--- src/rtl/master_port.sv ---
// -----------------------------------------------------------------------------
// master_port
//   Initiator end of the single-bit serial system bus. Accepts one parallel
//   read/write request from a local master, shifts the address (and write
//   data) out LSB-first, collects serial read data from the slave and returns
//   a one-cycle completion pulse with the parallel read data.
//
//   Optional feature macro: MASTER_TIMEOUT_EN
//     Defined   -> read-wait watchdog of TIMEOUT cycles; on expiry the
//                  transfer completes with derr=1 and drdata=0.
//     Undefined -> the block waits indefinitely for read data; derr is 0.
//
// Ports
//   clk, rst          clock (rising edge), asynchronous active-high reset
//   dvalid/dmode      local request strobe / mode (0 read, 1 write)
//   daddr/dwdata      request address / write data
//   dready            idle, request accepted this cycle if dvalid
//   ddone/derr        completion pulse / timeout flag (qualified by ddone)
//   drdata            read data, held until the next read completes
//   mwdata/mmode/mvalid  serial bit, mode and bit-valid towards the slave
//   srdata/svalid     serial read-data bit and its valid from the slave
//   sready/ssplit     slave idle / slave has split the read
// -----------------------------------------------------------------------------
module master_port #(
  parameter int ADDR_WIDTH = 12,
  parameter int DATA_WIDTH = 8,
  parameter int TIMEOUT    = 32
) (
  input  logic                  clk,
  input  logic                  rst,
  input  logic                  dvalid,
  input  logic                  dmode,
  input  logic [ADDR_WIDTH-1:0] daddr,
  input  logic [DATA_WIDTH-1:0] dwdata,
  output logic                  dready,
  output logic                  ddone,
  output logic [DATA_WIDTH-1:0] drdata,
  output logic                  derr,
  output logic                  mwdata,
  output logic                  mmode,
  output logic                  mvalid,
  input  logic                  srdata,
  input  logic                  svalid,
  input  logic                  sready,
  input  logic                  ssplit
);

  localparam int BMAX = (ADDR_WIDTH > DATA_WIDTH) ? ADDR_WIDTH : DATA_WIDTH;
  localparam int CW   = $clog2(BMAX + 1);

  typedef enum logic [2:0] {
    S_IDLE, S_REQ, S_ADDR, S_WDATA, S_WACK, S_RWAIT, S_RDATA, S_DONE
  } state_e;

  state_e                state_q, state_d;
  logic                  mode_q, mode_d;
  logic [ADDR_WIDTH-1:0] addr_q, addr_d;     // shifts right while in ADDR
  logic [DATA_WIDTH-1:0] wdata_q, wdata_d;   // shifts right while in WDATA
  logic [DATA_WIDTH-1:0] rsh_q, rsh_d;       // read bits enter at the MSB
  logic [DATA_WIDTH-1:0] drdata_q, drdata_d;
  logic [CW-1:0]         bcnt_q, bcnt_d;

`ifdef MASTER_TIMEOUT_EN
  localparam int TW = $clog2(TIMEOUT + 1);
  logic [TW-1:0] tcnt_q, tcnt_d;
  logic          derr_q, derr_d;
`else
  // TIMEOUT only matters when the watchdog is built in.
  logic unused_timeout;
  assign unused_timeout = ^TIMEOUT;
`endif

  always_ff @(posedge clk or posedge rst) begin
    if (rst) begin
      state_q  <= S_IDLE;
      mode_q   <= 1'b0;
      addr_q   <= '0;
      wdata_q  <= '0;
      rsh_q    <= '0;
      drdata_q <= '0;
      bcnt_q   <= '0;
`ifdef MASTER_TIMEOUT_EN
      tcnt_q   <= '0;
      derr_q   <= 1'b0;
`endif
    end else begin
      state_q  <= state_d;
      mode_q   <= mode_d;
      addr_q   <= addr_d;
      wdata_q  <= wdata_d;
      rsh_q    <= rsh_d;
      drdata_q <= drdata_d;
      bcnt_q   <= bcnt_d;
`ifdef MASTER_TIMEOUT_EN
      tcnt_q   <= tcnt_d;
      derr_q   <= derr_d;
`endif
    end
  end

  always_comb begin
    state_d  = state_q;
    mode_d   = mode_q;
    addr_d   = addr_q;
    wdata_d  = wdata_q;
    rsh_d    = rsh_q;
    drdata_d = drdata_q;
    bcnt_d   = bcnt_q;
`ifdef MASTER_TIMEOUT_EN
    tcnt_d   = tcnt_q;
    derr_d   = derr_q;
`endif
    unique case (state_q)
      S_IDLE: begin
        if (dvalid) begin
          mode_d  = dmode;
          addr_d  = daddr;
          wdata_d = dwdata;
          bcnt_d  = '0;
`ifdef MASTER_TIMEOUT_EN
          derr_d  = 1'b0;
`endif
          state_d = S_REQ;
        end
      end
      S_REQ: begin
        if (sready) begin
          bcnt_d  = '0;
          state_d = S_ADDR;
        end
      end
      S_ADDR: begin
        addr_d = addr_q >> 1;
        if (bcnt_q == CW'(ADDR_WIDTH - 1)) begin
          bcnt_d  = '0;
          state_d = mode_q ? S_WDATA : S_RWAIT;
`ifdef MASTER_TIMEOUT_EN
          tcnt_d  = '0;
`endif
        end else begin
          bcnt_d = bcnt_q + CW'(1);
        end
      end
      S_WDATA: begin
        wdata_d = wdata_q >> 1;
        if (bcnt_q == CW'(DATA_WIDTH - 1)) begin
          bcnt_d  = '0;
          state_d = S_WACK;
        end else begin
          bcnt_d = bcnt_q + CW'(1);
        end
      end
      S_WACK: begin
        // First WACK cycle is skipped: the slave's sready is still stale.
        if (bcnt_q == '0)  bcnt_d  = CW'(1);
        else if (sready)   state_d = S_DONE;
      end
      S_RWAIT, S_RDATA: begin
        // RWAIT and RDATA share the capture path; bcnt is 0 on RWAIT entry.
        if (svalid) begin
          rsh_d                 = rsh_q >> 1;
          rsh_d[DATA_WIDTH-1]   = srdata;
`ifdef MASTER_TIMEOUT_EN
          tcnt_d                = '0;
`endif
          if (bcnt_q == CW'(DATA_WIDTH - 1)) begin
            drdata_d = rsh_d;
            bcnt_d   = '0;
            state_d  = S_DONE;
          end else begin
            bcnt_d  = bcnt_q + CW'(1);
            state_d = S_RDATA;
          end
        end
`ifdef MASTER_TIMEOUT_EN
        else if (!ssplit) begin
          // Counter value equals cycles already spent, so expiry lands DONE
          // exactly TIMEOUT cycles after the last clear.
          if (tcnt_q == TW'(TIMEOUT - 1)) begin
            drdata_d = '0;
            derr_d   = 1'b1;
            tcnt_d   = '0;
            bcnt_d   = '0;
            state_d  = S_DONE;
          end else begin
            tcnt_d = tcnt_q + TW'(1);
          end
        end
`endif
      end
      S_DONE:  state_d = S_IDLE;
      default: state_d = S_IDLE;
    endcase
  end

  // Outputs are pure decodes of registered state; only dready is looked at
  // by the local master in the same cycle.
  assign dready = (state_q == S_IDLE);
  assign ddone  = (state_q == S_DONE);
  assign mvalid = (state_q == S_ADDR) || (state_q == S_WDATA);
  assign mwdata = (state_q == S_ADDR)  ? addr_q[0]  :
                  (state_q == S_WDATA) ? wdata_q[0] : 1'b0;
  assign mmode  = (state_q != S_IDLE) && mode_q;
  assign drdata = drdata_q;
`ifdef MASTER_TIMEOUT_EN
  assign derr   = derr_q;
`else
  assign derr   = 1'b0;
`endif

endmodule

--- config.mk ---
export PLATFORM = sky130hd
export DESIGN_NAME = master_port
export DESIGN_NICKNAME = d
export VERILOG_FILES = /design/src/rtl/master_port.sv
export SDC_FILE = /design/constraint.sdc
export NUM_CORES = 1
export LEC_CHECK = 0
export CAP_MARGIN = 20
export CORE_ASPECT_RATIO = 1.4
export CORE_MARGIN = 2
export CORE_UTILIZATION = 35
export CTS_CLUSTER_DIAMETER = 30
export CTS_CLUSTER_SIZE = 40
export DETAILED_ROUTE_END_ITERATION = 8
export PLACE_DENSITY = 0.63
export SYNTH_ARGS = -nofsm -noshare
export SYNTH_HDL_FRONTEND = slang
export SYNTH_SLANG_ARGS = --single-unit
--- constraint.sdc ---
create_clock -name clk -period 1.7 [get_ports clk]
set_input_delay 0.34 -clock clk [delete_from_list [all_inputs] [get_ports clk]]
set_output_delay 0.34 -clock clk [all_outputs]
set_load 0.05 [all_outputs]
Word level (Yosys, flattened, before mapping)
Index checks and enable logic that the tools add are counted.
- $add $sub $neg: 1
- eq/ne operators: 17
- multiplexer cells: 23
- reduce and logical (&&, ||, !) cells: 16
- operators with widths (kind ; number):
    2-to-1 mux 3 bit ; 8
    2-to-1 mux 4 bit ; 6
    one-hot mux 12 bit (2 select lines) ; 1
    one-hot mux 4 bit (6 select lines) ; 1
    one-hot mux 3 bit (7 select lines) ; 1
    inequality test 2 bit (second input constant) ; 8
    one-hot mux 8 bit (2 select lines) ; 1
    equality test 3 bit (second input constant) ; 4
    2-to-1 mux 12 bit ; 1
    2-to-1 mux 8 bit ; 1
    AND reduction 2 bit ; 4
    AND reduction 7 bit ; 1
    equality test 3 x 2 -> 1 bit (second input constant) ; 2
    nonzero test 6 bit ; 1
    AND reduction 5 bit ; 1
    adder 4 x 1 -> 4 bit (second input constant) ; 1
    equality test 4 x 3 -> 1 bit (second input constant) ; 1
    equality test 4 bit (second input constant) ; 1
    logical NOT 4 bit ; 1
    nonzero test 2 bit ; 2
    equality test 3 x 1 -> 1 bit (second input constant) ; 1
    logical NOT 3 bit ; 1
    2-to-1 mux 1 bit ; 3
    AND reduction 3 bit ; 1
    other kinds (4) ; 4
- flip-flop bits (word level): 44

Longest topological paths before layout
- depth in word-level cells: 4
- mapped depth: 7
- depth with buffers taken out: 6

Worst setup path after synthesis
Ideal clock, no wire load.
- path type: register to output
- start point: reg state_q[0]
- end point: out mmode
- arrival: 2531 ps
- setup slack: -1171 ps
- stages on the path, launching flop included: 5
- path buffers: 2
- path through: dfrtp_1 buf_6 buf_2 nor3_1 nor2b_1
- word-level cells in the longest chain between the ends: 2
- RTL lines (what ; line ; text):
    from (decl) ; 55 ; state_e state_q, state_d;
    from (signal assigned) ; 87 ; state_q <= state_d;
    nonzero test 3 bit ; 203 ; assign mmode = (state_q != S_IDLE) && mode_q;
    logical AND 1 bit ; 203 ;
    to (decl) ; 40 ; output logic mmode,
No other way between the ends.

Final worst setup path
- start point: reg state_q[0]
- end point: reg state_q[0]
- word-level cells in the longest chain between the ends: 4
- elaborated cells between the ends (all ways): 18
- RTL lines (what ; line ; text):
    equality test 3 bit ; 113 ; unique case (state_q)
    OR reduction 2 bit ; 113 ;
    inequality test 2 bit (no line) ; - ;
    AND reduction 7 bit (no line) ; - ;
Several ways; a longest one is shown, not always the timed one.
A chain may end at the register's enable or synchronous reset.

==> impl_metrics.yaml <==
run_status:
  run_status: "finished with violations"
  failed_checks: "setup timing"
drt:
  ant_nets: 0
  drc: 0
  wl_per_cell_um: 16.1
  totalWireLength_um: 5960
  via_per_inst: 5.27
  drtIter0Drc: 107
  num_vias: 1956
  drtPass1Iterations: 4
job:
  drv_cap: 0
global_routing:
  grt_pass1_vias: 1859
  grt_first_pass_wirelength_um: 9040
  track_usage_pct: 16.9
  grt_max_degree: 44
  antenna_found_initial: 0
  grt.overflow.total: 0
setup_path:
  crit_arrival_ns: 2.06
  max_stage_delay_ns: 0.54
  endpoint_kind: "flip-flop"
  path_cells: "buf_6 -> nor2b_1 -> a211o_1 -> or4_1 -> o21ai_1"
  path_max_fanout: 6
  slowest_stage: "or4_1"
  worstSetupPathType: "flip-flop to flip-flop"
  cp_top_family: "simple AND/OR/NAND/NOR gates"
  cp_data_required_time_ns: 1.93
  cp.buffers_inverters: 1
  startpoint_type: "flip-flop"
clock_tree:
  clk_latency_ns: 0.30
  numCtsBuffers: 5
  htree_levels: 2
  cts.sinks: 43
  hold_buffers: 0
  clock_path_buffers: 2
  cts_tree: "yes"
  clk_pin_slew_worst_paths_ns: 0.09
  root_buffer: "clkbuf_8"
yosys:
  ys_seq_area_share_pct: 49.9
  synth_seq_cells: 43
  synth-edff-count: 0
  synth_nets: 241
  ys_warn_count: 0
  async_flop_share_pct: 100
  ys_types: 48
  avgSynthCellArea_um2: 10.2
  syn_inst: 211
  netlist_area_mm2: 0.00216
  synthFlopType: "dfrtp_1"
floorplanning:
  initial_core_util_pct: 36.5
  placementRows: 33
  dieHeight_um: 96.9
  coreArea_mm2: 0.00590
  die_area_mm2: 0.00681
  io_pins: 42
  die_width_um: 70.3
sta:
  final.setup.worst_slack_ns: -0.127
  fin_tns_setup_ns: -1.24
  finalCritPeriodShare_pct: 107
  finalSetupViolations: 36
  fin_skew_ns: 0.0115
  timing.hold.ws_ns: 0.397
  fin_crit_ns: 1.83
  hold_viol: 0
  maxSlewViolCount: 0
  grt_setup_unrepaired: "yes"
  max_freq_mhz: 547
cells_and_area:
  fillerInstances: 451
  num_antenna_cells: 0
  nets: 330
  utilization_pct: 62.7
  drive_gt1_share_pct: 51.2
  syn_to_final_growth_pct: 71.7
pwr:
  powerDensity_mw_per_mm2: 1820
  irDropWorstVdd_mv: 0.926
  power_mw: 6.74
  p_leak_nw: 1.62
place:
  numPortBuffers: 39
  dp_hpwl_um: 3440
  dp_slack_ns: -0.305
  place_congestion: 0.808
worst_hold_path:
  min_path_type: "input port to async pin"
==> stage by stage <==
step / std cells / cell area, µm²
CTS: 366 / 3290
global route: 371 / 3700
finish: 371 / 3700
global placement: 342 / 2870
floorplan: 211 / 2180
detailed placement: 342 / 2870
==> cells in the final DEF (no fill, tap or decap), drive strengths merged, types with 2 or more instances in the layout <==
master         Yosys  routed
nor4               2       2
nand3b             3       3
nor2b              4       4
mux2i              4       4
ha                 2       2
a211o              2       2
clkbuf             1       7
clkdlybuf4s50      0      26
nand3              5       5
or3b               2       2
nand2b             5       5
inv                7       7
a211oi             2       2
o22ai             18      18
nand2              9      10
buf               13      68
o21a               2       2
o21ai              3       3
or4b               2       2
mux2              16      16
dfrtp             43      43
a21oi              2       2
nor2              43      43
and3               3       3
==> cell usage after synthesis (all sizes together), types with 2 or more instances <==
master | n | share of area, %
o22ai | 18 | 5.2
nand2b | 5 | 1.5
mux2 | 16 | 8.4
nand2 | 9 | 1.7
or4b | 2 | 0.93
buf | 13 | 4.5
ha | 2 | 1.2
mux2i | 4 | 1.9
or3b | 2 | 0.81
a211o | 2 | 0.81
inv | 7 | 1.2
o21a | 2 | 0.70
dfrtp | 43 | 50
and3 | 3 | 0.87
o21ai | 3 | 0.70
a211oi | 2 | 0.70
a21oi | 2 | 0.46
nor4 | 2 | 0.87
nand3 | 5 | 1.2
nand3b | 3 | 1.0
nor2b | 4 | 1.2
nor2 | 43 | 7.5
==> report_power, final <==
group | switching [mW] | total, mW | internal [mW]
clock network | 0.354 | 0.641 | 0.287
registers | 0.371 | 1.84 | 1.47
logic | 1.99 | 4.26 | 2.26
total | 2.72 | 6.74 | 4.02
==> repair_timing <==
action	in CTS	in global routing
gates cloned	2	2
pin swaps	3	26
gates resized for setup	47	67
setup buffers	14	4
setup endpoints to repair	38	46
==> layer usage <==
layer	wire [µm]	global-route usage [%]
met2	3160	27.4
met4	203	9.17
met1	2400	20.7
met3	204	3.44
met5	0	0
==> final timing paths <==
path                            cells past startpoint         end  slack, ns       start
worst max-delay path                                5  state_q[0]      -0.13  state_q[0]
worst min-delay path                                3      mode_q       0.40         rst
worst max register to register                      5  state_q[0]      -0.13  state_q[0]
worst min register to register                      1   drdata[1]       0.51   drdata[1]
max in group asynchronous                           3  state_q[1]       1.08         rst
min in group clk                                    1   drdata[1]       0.51   drdata[1]
==> worst register-to-register path, cell delays in order, from the launching register on <==
cell and delay (ns):
dfrtp_2 0.45, buf_6 0.15, nor2b_1 0.16, a211o_1 0.32
or4_1 0.54, o21ai_1 0.14
==> cell type report <==
cell class                      count  area [µm²]  area share [%]
Clock buffer                        6        72.6            1.96
Clock inverter                      2        12.5           0.338
Inverter                            7        26.3           0.710
Multi-Input combinational cell    148        1420            38.3
Sequential cell                    43        1080            29.2
Tap cell                           70        87.6            2.37
Timing Repair Buffer               95        1010            27.2
==> logic make-up (layout without fill, tap and decap cells) <==
kind of cell	after synthesis	count (layout)	share of synthesized area (%)
DFF	43	43	49.9
xor gates and xnor gates	2	2	0.813
other	1	1	0.174
buffers and inverters	21	110	5.92
adders and majority gates	2	2	1.16
AOI/OAI and AO/OA	39	39	12.5
muxes	20	20	10.2
and+or+nand+nor	83	84	19.3
==> sequential cells by signal (all words and copies together), names as in the netlist <==
register,count
addr_q,12
rsh_q,7
bcnt_q,4
drdata,8
state_q,3
wdata_q,8
mode_q,1
Note: power is estimated with default switching activity, not from simulation.
